===== config.mk =====
export PLATFORM = sky130hd
export DESIGN_NAME = mmio_bus_ctrl
export DESIGN_NICKNAME = d
export VERILOG_FILES = /design/src/rtl/mmio_bus_pkg.sv /design/src/rtl/mmio_bus_ctrl_in_sync_detect.sv /design/src/rtl/mmio_bus_ctrl.sv
export SDC_FILE = /design/constraint.sdc
export NUM_CORES = 1
export LEC_CHECK = 0
export CAP_MARGIN = 20
export CORE_MARGIN = 2
export CORE_UTILIZATION = 30
export DETAILED_ROUTE_END_ITERATION = 10
export GPL_TIMING_DRIVEN = 0
export PLACE_DENSITY = 0.63
export SYNTH_ARGS = -nofsm -noshare
export SYNTH_HDL_FRONTEND = slang
export SYNTH_SLANG_ARGS = --single-unit

===== constraint.sdc =====
create_clock -name CLK -period 4.4 [get_ports CLK]
set_input_delay 1.1 -clock CLK [delete_from_list [all_inputs] [get_ports CLK]]
set_output_delay 1.1 -clock CLK [all_outputs]
set_load 0.01 [all_outputs]

===== src/rtl/mmio_bus_pkg.sv =====
// Shared defaults and decode-target type for the OTTER IOBUS peripheral controller.
package mmio_bus_pkg;

    localparam logic [31:0] DEF_OUT_BASE = 32'h1108_0000;
    localparam logic [31:0] DEF_IN_BASE  = 32'h1100_0000;
    localparam logic [31:0] DEF_STRIDE   = 32'h0004_0000;
    localparam logic [31:0] DEF_MASK_AD  = 32'h11F8_0000;
    localparam logic [31:0] DEF_STAT_AD  = 32'h11FC_0000;
    localparam logic [31:0] DEF_WIN_BASE = 32'h2000_0000;
    localparam int          DEF_WIN_BITS = 13;

    typedef enum logic [2:0] {
        TGT_WIN,
        TGT_OUT,
        TGT_IN,
        TGT_MASK,
        TGT_STAT,
        TGT_NONE
    } tgt_e;

endpackage


===== src/rtl/mmio_bus_ctrl_in_sync_detect.sv =====
// Two-flop synchroniser for one input port, with a previous-value flop
// whose mismatch against the synced value flags a change.
module in_sync_detect #(
    parameter int W = 16
) (
    input  logic         clk,
    input  logic         rst_n,
    input  logic [W-1:0] async_in,
    output logic [W-1:0] synced,
    output logic         change
);

    logic [W-1:0] meta;
    logic [W-1:0] stable;
    logic [W-1:0] prev;

    always_ff @(posedge clk or negedge rst_n) begin
        if (!rst_n) begin
            meta   <= '0;
            stable <= '0;
            prev   <= '0;
        end else begin
            meta   <= async_in;
            stable <= meta;
            prev   <= stable;
        end
    end

    assign synced = stable;
    assign change = |(stable ^ prev);

endmodule


===== src/rtl/mmio_bus_ctrl.sv =====
// IOBUS decode for output registers, synchronised input ports, a registered
// byte window and change-detect status with a maskable level interrupt.
module mmio_bus_ctrl
    import mmio_bus_pkg::*;
#(
    parameter int          NUM_OUT  = 2,
    parameter int          NUM_IN   = 2,
    parameter int          OUT_W    = 16,
    parameter int          IN_W     = 16,
    parameter logic [31:0] OUT_BASE = DEF_OUT_BASE,
    parameter logic [31:0] IN_BASE  = DEF_IN_BASE,
    parameter logic [31:0] STRIDE   = DEF_STRIDE,
    parameter logic [31:0] MASK_AD  = DEF_MASK_AD,
    parameter logic [31:0] STAT_AD  = DEF_STAT_AD,
    parameter logic [31:0] WIN_BASE = DEF_WIN_BASE,
    parameter int          WIN_BITS = DEF_WIN_BITS
) (
    input  logic                     CLK,
    input  logic                     RESET_N,
    input  logic [31:0]              IOBUS_ADDR,
    input  logic [31:0]              IOBUS_OUT,
    input  logic                     IOBUS_WR,
    output logic [31:0]              IOBUS_IN,
    input  logic [NUM_IN*IN_W-1:0]   IN_PORTS,
    output logic [NUM_OUT*OUT_W-1:0] OUT_PORTS,
    output logic                     WIN_WE,
    output logic [WIN_BITS-1:0]      WIN_WA,
    output logic [7:0]               WIN_WD,
    input  logic [7:0]               WIN_RD,
    output logic                     IRQ
);

    tgt_e                tgt;
    logic [NUM_OUT-1:0]  out_sel;
    logic [NUM_IN-1:0]   in_sel;
    logic [OUT_W-1:0]    out_reg [NUM_OUT];
    logic [IN_W-1:0]     in_val  [NUM_IN];
    logic [NUM_IN-1:0]   chg;
    logic [NUM_IN-1:0]   mask;
    logic [NUM_IN-1:0]   stat;
    logic [NUM_IN-1:0]   stat_clr;
    logic [1:0]          prime_cnt;
    logic                primed;
    logic                unused_wdata;

    assign unused_wdata = ^IOBUS_OUT;

    // Window match outranks every exact-address target.
    always_comb begin
        for (int k = 0; k < NUM_OUT; k++)
            out_sel[k] = (IOBUS_ADDR == OUT_BASE + STRIDE * 32'(k));
        for (int k = 0; k < NUM_IN; k++)
            in_sel[k] = (IOBUS_ADDR == IN_BASE + STRIDE * 32'(k));
        if (IOBUS_ADDR[31:WIN_BITS] == WIN_BASE[31:WIN_BITS])
            tgt = TGT_WIN;
        else if (|out_sel)
            tgt = TGT_OUT;
        else if (|in_sel)
            tgt = TGT_IN;
        else if (IOBUS_ADDR == MASK_AD)
            tgt = TGT_MASK;
        else if (IOBUS_ADDR == STAT_AD)
            tgt = TGT_STAT;
        else
            tgt = TGT_NONE;
    end

    always_ff @(posedge CLK or negedge RESET_N) begin
        if (!RESET_N) begin
            for (int k = 0; k < NUM_OUT; k++)
                out_reg[k] <= '0;
        end else if (IOBUS_WR && tgt == TGT_OUT) begin
            for (int k = 0; k < NUM_OUT; k++)
                if (out_sel[k])
                    out_reg[k] <= IOBUS_OUT[OUT_W-1:0];
        end
    end

    for (genvar g = 0; g < NUM_OUT; g++) begin : g_out
        assign OUT_PORTS[g*OUT_W +: OUT_W] = out_reg[g];
    end

    for (genvar g = 0; g < NUM_IN; g++) begin : g_in
        in_sync_detect #(
            .W(IN_W)
        ) u_sync (
            .clk     (CLK),
            .rst_n   (RESET_N),
            .async_in(IN_PORTS[g*IN_W +: IN_W]),
            .synced  (in_val[g]),
            .change  (chg[g])
        );
    end

    // Hold off change detection until the synchronisers have flushed reset-time levels.
    always_ff @(posedge CLK or negedge RESET_N) begin
        if (!RESET_N)
            prime_cnt <= 2'd0;
        else if (prime_cnt != 2'd3)
            prime_cnt <= prime_cnt + 2'd1;
    end

    assign primed   = (prime_cnt == 2'd3);
    assign stat_clr = (IOBUS_WR && tgt == TGT_STAT) ? IOBUS_OUT[NUM_IN-1:0] : '0;

    always_ff @(posedge CLK or negedge RESET_N) begin
        if (!RESET_N) begin
            mask <= '0;
            stat <= '0;
        end else begin
            if (IOBUS_WR && tgt == TGT_MASK)
                mask <= IOBUS_OUT[NUM_IN-1:0];
            stat <= (stat & ~stat_clr) | (primed ? chg : '0);
        end
    end

    assign IRQ = |(stat & mask);

    always_ff @(posedge CLK or negedge RESET_N) begin
        if (!RESET_N) begin
            WIN_WE <= 1'b0;
            WIN_WA <= '0;
            WIN_WD <= '0;
        end else begin
            WIN_WE <= IOBUS_WR && (tgt == TGT_WIN);
            WIN_WA <= IOBUS_ADDR[WIN_BITS-1:0];
            WIN_WD <= IOBUS_OUT[7:0];
        end
    end

    always_comb begin
        IOBUS_IN = '0;
        case (tgt)
            TGT_WIN:  IOBUS_IN = {24'b0, WIN_RD};
            TGT_IN: begin
                for (int k = 0; k < NUM_IN; k++)
                    if (in_sel[k])
                        IOBUS_IN = 32'(in_val[k]);
            end
            TGT_OUT: begin
                for (int k = 0; k < NUM_OUT; k++)
                    if (out_sel[k])
                        IOBUS_IN = 32'(out_reg[k]);
            end
            TGT_MASK: IOBUS_IN = 32'(mask);
            TGT_STAT: IOBUS_IN = 32'(stat);
            default:  IOBUS_IN = '0;
        endcase
    end

endmodule

==> results of run 1 <==
==> final cells by class <==
type                    count  area, µm²  area share, %
plain buffers              29        209           2.44
clock buffers              19        453           5.28
clock inverters            13        154           1.79
inverters                   1       3.75         0.0438
multi-input cells         221       1850           21.6
flip-flops and latches    156       3900           45.5
well taps                 265        332           3.86
repair buffers            172       1670           19.5
==> critical path, stage by stage <==
cell             delay, ns
clkdlybuf4s50_1       0.40
or4_4                 0.60
nor4b_4               0.22
buf_4                 0.17
buf_4                 0.11
clkbuf_8              0.14
a32oi_1               0.07
nor2_1                0.13
dlygate4sd2_1         0.28
==> placed cells by master, fill, tap and decap left out, types with 8 or more instances in the layout <==
cell / n
a32oi_1: 8
mux2i_1: 20
clkdlybuf4s50_1: 140
o2bb2ai_1: 10
clkbuf_16: 17
dlygate4sd2_1: 13
buf_2: 9
a22o_1: 8
xor2_1: 32
conb_1: 16
nor4_1: 12
buf_4: 30
nor2_1: 15
dfrtp_1: 156
mux2_2: 34
==> metal layers <==
| layer | vias up | global-route usage, % |
|---|---|---|
| met3 | 17 | 5.26 |
| met4 | 0 | 4.44 |
| met1 | 1934 | 18.5 |
| li1 | 1802 | - |
| met5 | - | 0 |
| met2 | 160 | 26.6 |
==> synth_stat cells, types with 2 or more instances <==
cell,instances,area (µm²)
a211oi_1,5,37.5
a22o_1,8,70.1
a22oi_1,2,15.0
a31oi_1,5,31.3
a32oi_1,8,70.1
and2_1,2,12.5
buf_2,6,30.0
buf_4,19,143
clkbuf_1,5,18.8
dfrtp_1,156,3900
mux2_2,34,383
mux2_4,2,30.0
mux2i_1,20,200
nand2_1,5,18.8
nand4_1,5,31.3
nand4b_1,2,17.5
nor2_1,15,56.3
nor2b_1,6,37.5
nor3_1,4,20.0
nor4_1,14,87.6
nor4_2,2,25.0
nor4b_2,2,30.0
o22ai_1,2,12.5
o2bb2ai_1,10,87.6
or3_1,2,12.5
or4_4,2,22.5
xor2_1,32,280
==> cells by family (layout without fill, tap and decap cells) <==
kind of cell	Yosys count	in the layout	synth area share, %
flip-flops	156	156	66.9
AND/OR/NAND/NOR	73	73	8.10
multiplexers	56	56	10.5
AO/OA/AOI/OAI	42	42	5.85
XOR/XNOR	33	33	4.95
buffers and inverters	32	234	3.41
adder cells (fa/ha/maj)	1	1	0.214
other	1	16	0.0643
==> stage by stage <==
step                      hold slack, ns  std cells  utilization [%]  TNS, ns
after floorplan                    0.331        409                -        0
after global placement             0.337        833             40.6  -597.62
after detailed placement           0.335        834             40.7   -11.91
after CTS                          0.346        875             44.5        0
after global routing               0.354        876             44.5        0
final                              0.344        876             44.5        0
==> sequential cells by signal, indices dropped and copies added (netlist names) <==
signal,cells
OUT_PORTS,32
WIN_WA,13
WIN_WD,8
WIN_WE,1
g_in.u_sync.meta,32
g_in.u_sync.prev,32
g_in.u_sync.synced,32
mask,2
prime_cnt,2
stat,2
==> final timing paths <==
check | from | end | slack [ns] | cells after the start
worst max-delay path | IOBUS_ADDR[27] | IOBUS_IN[9] | 0.06 | 9
worst min-delay path | g_in[1].u_sync.meta[13] | g_in[1].u_sync.synced[13] | 0.34 | 0
worst max register to register | g_in[0].u_sync.synced[4] | stat[0] | 2.87 | 4
worst min register to register | g_in[1].u_sync.meta[13] | g_in[1].u_sync.synced[13] | 0.34 | 0
max in group asynchronous | RESET_N | g_in[1].u_sync.synced[11] | 2.88 | 2
min in group asynchronous | RESET_N | WIN_WA[3] | 0.64 | 1
==> power by group through the flow <==
stage	logic (µW)	clock network (µW)	registers [µW]
2_1_floorplan	69.2	0	1540
3_3_place_gp	229	0	1550
3_5_place_dp	236	0	1550
4_1_cts	240	1520	1520
5_1_grt	260	1590	1520
6_report	238	1480	1520
==> repair_timing <==
item	CTS	global route
setup endpoints to repair	16	10
pin swaps	5	1
gates resized for setup	48	7
setup buffers	10	1
endpoints found under the hold margin	0	0
gates cloned	1	0
==> run metrics, run 1 <==
status finished, final reports clean; TritonCTS clock tree done; CP Max Fanout 5; setup ws final 0.0623 ns; Max Cap Viol 0; port bufs 159; relative slew slack 52.0%; CTS H-tree depth 4; Critical Path RT 3.30 ns; pwr dens 378 nW/µm²; ports placed on the boundary 194; Starting Density 30.3%; DR WL met2 7940 µm; crit path kind in -> out; Psw 744 µW; Leak 0.00376 µW; Synth Warn # 0; Post-synth EDFFs 0; Die Width 143 µm; diode count 0; RSZ-0062 raised after global routing no; Detail Route met3 WL 1090 µm; all-layer global routing usage 15.5%; endpoint class of the critical path output port; post-synthesis sequential area ratio 66.9%; Tot Pwr 3240 µW; post-route cell area 8580 µm²; Yosys cell types 46; M1 WL 6480 µm; Worst Tran Pin Value 0.717 ns; maximum VDD drop 0.264 mV; post-synthesis sequential element count 156; first-pass GRT wire length 23300 µm; Setup WS pre-CTS -0.801 ns; synthesized area 5840 µm²; min cycle time layout 4.34 ns; sequential power share 46.9%; Cell Rows 51; maximum clock frequency 0.231 GHz; Synth async-reset ratio 100%; Skew-Pair Late Insertion Delay 0.42 ns; antenna viol nets, final 0; Layout Nets 706; final wirelength 15700 µm; synthesized area per cell 14.8 µm²; vias in the first global route 4153; Highest Signal Layer met4; vias per inst 4.47; drt first pass iters 5; Vias 3913; clock skew 0.00968 ns; Slew Viols, Final 0; Clock Power Share 45.8%; area grow syn2layout 47.0%; Clock transition at path regs 0.06 ns; P_int 2500 µW; Initial DRC Count 236; share of layout cells above drive strength 1 21.4%; CP startpoint kind input pin; Clock Path Buffers 2; GPL Wtd Cong 0.814; final hold vios 0; placed inst area 7840 µm²; Hold Path Class reg -> reg; final setup vio count 0; Die ar. 20600 µm²; Final period util 98.6%; initial antenna violation count 0; largest net degree at the start of global routing 106; hold buffers post-CTS 0; drc violations 0; drt wl/cell 17.9 µm; Clk Tree Root Cell clkbuf_16; total congestion overflow 0; clock sinks 156; TritonCTS Buffers 17; # fillers 1767; Arr. time, crit path 3.24 ns; Die Y 143 µm; dpl hpwl 11500 µm; Comb pwr share 7.3%; leading register cell type out of synthesis dfrtp_1; Sw Ratio 23.0%; Core Area 19300 µm²; Cells after Synth 394
Power figures use the tool's default switching activity.
==> run 2: changes to the inputs <==
--- a/config.mk
+++ b/config.mk
@@ -6,11 +6,13 @@
 export NUM_CORES = 1
 export LEC_CHECK = 0
 export CAP_MARGIN = 20
-export CORE_MARGIN = 2
+export CORE_MARGIN = 8
 export CORE_UTILIZATION = 30
 export DETAILED_ROUTE_END_ITERATION = 10
 export GPL_TIMING_DRIVEN = 0
 export PLACE_DENSITY = 0.63
+export RECOVER_POWER = 25
+export SLEW_MARGIN = 15
 export SYNTH_ARGS = -nofsm -noshare
 export SYNTH_HDL_FRONTEND = slang
 export SYNTH_SLANG_ARGS = --single-unit
==> run metrics, run 2 (same netlist as run 1, synthesis figures left out) <==
status finished with violations; failing checks max-capacitance violations, max-slew violations; crit path buf inv count 3 (-2); dpl hpwl 12700 µm (+10%); CP peak stage delay 0.60 ns (about the same); antenna viol nets, final 0 (unchanged); Clk Tree Root Cell clkbuf_16; commonest cells after routing, fill and taps aside dfrtp_1 (156), clkdlybuf4s50_1 (140), mux2_2 (34); initial antenna violation count 0 (unchanged); Starting Density 30.3% (unchanged); Hold Path Class reg -> reg; commonest non-fill, non-tap cell in the layout dfrtp_1; crit path kind in -> out; relative slew slack -29.3% (-81 points); maximum VDD drop 0.258 mV (-2.3%); Clock Power Share 44.5% (-1.3 points); largest net degree at the start of global routing 83 (-22%); Skew-Pair Late Insertion Delay 0.42 ns (about the same); Core Area 19300 µm² (unchanged); TritonCTS clock tree done; GPL Wtd Cong 0.843 (+3.5%); vias per inst 4.44 (-0.54%); pwr dens 371 nW/µm² (-1.9%); clock sinks 156 (unchanged); Comb pwr share 7.6% (+0.3 points); TritonCTS Buffers 17 (unchanged); total congestion overflow 0 (unchanged); P_int 2420 µW (-2.9%); RSZ-0062 raised after global routing yes; drc violations 0 (unchanged); port bufs 159 (unchanged); first-pass GRT wire length 25900 µm (+11%); # fillers 1791 (+1.4%); min cycle time layout 4.39 ns (+0.0475 ns); Layout Nets 704 (-0.28%); Top Family by Delay on Critical Path simple AND/OR/NAND/NOR gates; Final period util 99.7% (+1.1 points); Clock transition at path regs 0.06 ns (about the same); Psw 743 µW (-0.20%); min-delay src g_in[1].u_sync.meta[11]; Arr. time, crit path 3.29 ns (+0.05 ns); final wirelength 16600 µm (+5.4%); Sw Ratio 23.4% (+0.48 points); hold buffers post-CTS 0 (unchanged); Critical Path RT 3.30 ns (about the same); ports placed on the boundary 194 (unchanged); final hold vios 0 (unchanged); final setup vio count 0 (unchanged); drt first pass iters 4 (-1); vias in the first global route 4416 (+6.3%); CP cell instances clkdlybuf4s50_1, or4_4, nor4b_4, and4b_2, buf_4, a22o_1, clkdlybuf4s15_2; Slew Viols, Final 75 (+75); Clock Path Buffers 2 (unchanged); CP startpoint kind input pin; Cell Rows 51 (unchanged); Die Y 155 µm (+8.4%); worst setup path startpoint IOBUS_ADDR[30]; share of layout cells above drive strength 1 21.5% (+0.070 points); Max Cap Viol 1 (+1); Worst Tran Pin Value 1.94 ns (+1.22 ns); dpl cells 834 (unchanged); drt wl/cell 19.0 µm (+5.7%); endpoint class of the critical path output port; clock skew 0.00818 ns (-0.00150 ns); sequential power share 47.9% (+1.0 points); CP Max Fanout 5 (unchanged); diode count 0 (unchanged); final setup TNS 0 ns (unchanged); Vias 3883 (-0.77%); Die ar. 24200 µm² (+17%); area grow syn2layout 46.5%; Slowest-stage cell, CP or4_4; Initial DRC Count 196 (-17%); RR Startpoint g_in[0].u_sync.synced[4]; Die Width 155 µm (+8.4%); all-layer global routing usage 14.2% (-1.3 points); Final Non-Filler Cells 874 (-0.23%); CTS H-tree depth 4 (unchanged); maximum clock frequency 0.228 GHz (-1.1%); Leak 0.00372 µW (-1.1%)
## run 2: final cells by class
cell class	count	area, µm²	area share, %
Buffer	29	211	2.47
Timing Repair Buffer	170	1660	19.4
Sequential cell	156	3900	45.7
Clock buffer	19	443	5.18
Multi-Input combinational cell	221	1860	21.8
Inverter	1	3.75	0.0439
Clock inverter	13	134	1.57
Tap cell	265	332	3.88
## run 2: final timing paths
check | end | slack [ns] | cells after the start
setup / recovery | IOBUS_IN[4] | 0.01 | 7
hold / removal | g_in[1].u_sync.synced[11] | 0.35 | 0
setup reg to reg | stat[0] | 2.93 | 4
hold reg to reg | g_in[1].u_sync.synced[11] | 0.35 | 0
max in group asynchronous | g_in[0].u_sync.meta[15] | 2.02 | 2
min in group asynchronous | WIN_WD[0] | 1.22 | 1
## run 2: stage by stage
step | hold slack (ns) | instance area [µm²] | setup WS (ns) | util (%) | power [µW]
floorplan | 0.331 | 5890 | 0.509 | - | 1610
global placement | 0.335 | 7820 | -3.76 | 40.6 | 1780
detailed placement | 0.335 | 7850 | -0.868 | 40.7 | 1780
CTS | 0.348 | 8570 | -0.000156 | 44.5 | 3210
global route | 0.355 | 8550 | -0.0527 | 44.4 | 3300
finish | 0.347 | 8550 | 0.0148 | 44.4 | 3170
## run 2: timing repair
action,CTS,global route
pin swaps,5,4
gates resized for setup,43,15
buffers inserted,9,1
setup endpoints to repair,16,7
## run 2: layer usage
| layer | vias to the layer above | global-route usage (%) | routed length [µm] |
|---|---|---|---|
| li1 | 1806 | - | - |
| met1 | 1896 | 16.4 | 6680 |
| met2 | 160 | 23.9 | 8250 |
| met3 | 21 | 4.77 | 1310 |
| met4 | 0 | 5.59 | 331 |
| met5 | - | 0 | 0 |
## run 2: power by group through the flow
stage	Sequential [µW]	Combinational [µW]	Clock (µW)
after floorplan	1540	69.2	0
after global placement	1540	232	0
after detailed placement	1550	239	0
after CTS	1520	244	1450
after global routing	1520	263	1520
final	1520	241	1410
==> run 3: changes to the inputs <==
--- a/config.mk
+++ b/config.mk
@@ -6,12 +6,11 @@
 export NUM_CORES = 1
 export LEC_CHECK = 0
 export CAP_MARGIN = 20
-export CORE_MARGIN = 8
+export CORE_MARGIN = 2
 export CORE_UTILIZATION = 30
 export DETAILED_ROUTE_END_ITERATION = 10
 export GPL_TIMING_DRIVEN = 0
 export PLACE_DENSITY = 0.63
-export RECOVER_POWER = 25
 export SLEW_MARGIN = 15
 export SYNTH_ARGS = -nofsm -noshare
 export SYNTH_HDL_FRONTEND = slang
==> run metrics, run 3 (same netlist as run 1, synthesis figures left out) <==
dpl cells 834 (unchanged); setup slack, reg-to-reg 2.87 ns (-0.06 ns); Core Area 19300 µm² (unchanged); crit path kind in -> out; Die Y 143 µm (-7.7%); footprint of the multi-input gates 1850 µm² (-0.47%); dpl hpwl 11500 µm (-9.4%); maximum clock frequency 0.231 GHz (+1.1%); final setup TNS 0 ns (unchanged); commonest non-fill, non-tap cell in the layout dfrtp_1; Detail Route met3 WL 1090 µm (-16%); status finished, final reports clean; Initial DRC Count 236 (+20%); sequential power share 46.8% (-1.1 points); final wirelength 15700 µm (-5.1%); largest net degree at the start of global routing 106 (+28%); drt first pass iters 5 (+1); Arr. time, crit path 3.24 ns (-0.05 ns); Sw Ratio 23.0% (-0.49 points); TritonCTS Buffers 17 (unchanged); Highest Signal Layer met4; RSZ-0062 raised after global routing no; Slew Viols, Final 0 (-100%); Clock Path Buffers 2 (unchanged); Critical Path RT 3.30 ns (about the same); DR WL met2 7940 µm (-3.7%); final hold vios 0 (unchanged); CP startpoint kind input pin; Clock transition at path regs 0.06 ns (about the same); Reg area 3900 µm² (unchanged); Hold Path Class reg -> reg; Final period util 98.6% (-1.1 points); clock skew 0.00968 ns (+0.00150 ns); Max Cap Viol 0 (-1); CTS H-tree depth 4 (unchanged); Psw 744 µW (+0.20%); total congestion overflow 0 (unchanged); Comb pwr share 7.3% (-0.3 points); drt wl/cell 17.9 µm (-5.4%); M1 WL 6480 µm (-3.0%); Layout Nets 706 (+0.28%); Clk Tree Root Cell clkbuf_16; endpoint class of the critical path output port; Fin Hold WS 0.344 ns (-0.00323 ns); Worst Tran Pin Value 0.717 ns (-1.22 ns); CP Max Fanout 5 (unchanged); Clock Power Share 45.8% (+1.3 points); # fillers 1767 (-1.3%); Cell Rows 51 (unchanged); final core utilization 44.5% (+0.19 points); Starting Density 30.3% (unchanged); share of layout cells above drive strength 1 21.4% (-0.070 points); vias in the first global route 4153 (-6.0%); min cycle time layout 4.34 ns (-0.0475 ns); TritonCTS clock tree done; Leak 0.00376 µW (+1.2%); Vias 3913 (+0.77%); diode count 0 (unchanged); Skew-Pair Late Insertion Delay 0.42 ns (about the same); port bufs 159 (unchanged); Die Width 143 µm (-7.7%); clock sinks 156 (unchanged); pwr dens 378 nW/µm² (+1.9%); GPL Wtd Cong 0.814 (-3.4%); first-pass GRT wire length 23300 µm (-9.9%); antenna viol nets, final 0 (unchanged); final setup vio count 0 (unchanged); maximum VDD drop 0.264 mV (+2.3%); vias per inst 4.47 (+0.54%); drc violations 0 (unchanged); commonest cells after routing, fill and taps aside dfrtp_1 (156), clkdlybuf4s50_1 (140), mux2_2 (34); ports placed on the boundary 194 (unchanged); Final Non-Filler Cells 876 (+0.23%); Die ar. 20600 µm² (-15%); P_int 2500 µW (+3.0%); area grow syn2layout 47.1%; initial antenna violation count 0 (unchanged); all-layer global routing usage 15.5% (+1.3 points); relative slew slack 52.0% (+81 points)
-- run 3: changes by cell type in the layout (fill, tap and decap cells not counted), moves of 2 or more --
cell	delta
buf_2	+5
inv_6	+2
buf_4	+2
dlygate4sd2_1	+3
clkbuf_2	-7
-- run 3: layout make-up --
class	instances	area share [%]
multi-input cells	221	21.6
repair buffers	172	19.5
clock inverters	13	1.79
flip-flops and latches	156	45.5
clock buffers	19	5.28
plain buffers	29	2.43
inverters	1	0.0437
well taps	265	3.86
-- run 3: through the flow --
| stage | power (µW) | worst slack, ns | cell area [µm²] |
|---|---|---|---|
| finish | 3240 | 0.0623 | 8580 |
| global route | 3380 | 0.00931 | 8580 |
| CTS | 3280 | 0.0226 | 8580 |
| detailed placement | 1780 | -0.801 | 7850 |
| global placement | 1770 | -3.77 | 7820 |
| floorplan | 1610 | 0.509 | 5890 |
-- run 3: critical path, stage by stage --
cell and delay (ns):
clkdlybuf4s50_1 0.40, or4_4 0.60, nor4b_4 0.22, buf_4 0.17, buf_4 0.11, clkbuf_8 0.14
a32oi_1 0.07, nor2_1 0.13, dlygate4sd2_1 0.28
-- run 3: final timing paths --
path                                           from                   endpoint  depth (start not counted)
max in group asynchronous                   RESET_N  g_in[1].u_sync.synced[11]                          2
min in group asynchronous                   RESET_N                  WIN_WA[3]                          1
max reg2reg                g_in[0].u_sync.synced[4]                    stat[0]                          4
min                         g_in[1].u_sync.meta[13]  g_in[1].u_sync.synced[13]                          0
min reg2reg                 g_in[1].u_sync.meta[13]  g_in[1].u_sync.synced[13]                          0
max                                  IOBUS_ADDR[27]                IOBUS_IN[9]                          9
-- run 3: what timing repair did --
action / 4_1_cts / 5_1_grt
gates cloned: 1 / 0
pin swaps: 5 / 1
setup endpoints to repair: 16 / 10
hold buffers: 0 / 0
gates resized for setup: 48 / 7
buffers inserted: 10 / 1
-- run 3: per-layer routing --
layer | track usage, % | vias to the layer above
met5 | 0 | -
met4 | 4.44 | 0
met3 | 5.26 | 17
met2 | 26.6 | 160
met1 | 18.5 | 1934
li1 | - | 1802
-- run 3: power groups by stage --
| stage | sequential [µW] | clock (µW) | combinational (µW) |
|---|---|---|---|
| floorplan | 1540 | 0 | 69.2 |
| global placement | 1550 | 0 | 229 |
| detailed placement | 1550 | 0 | 236 |
| CTS | 1520 | 1520 | 241 |
| global route | 1520 | 1590 | 261 |
| finish | 1520 | 1480 | 238 |
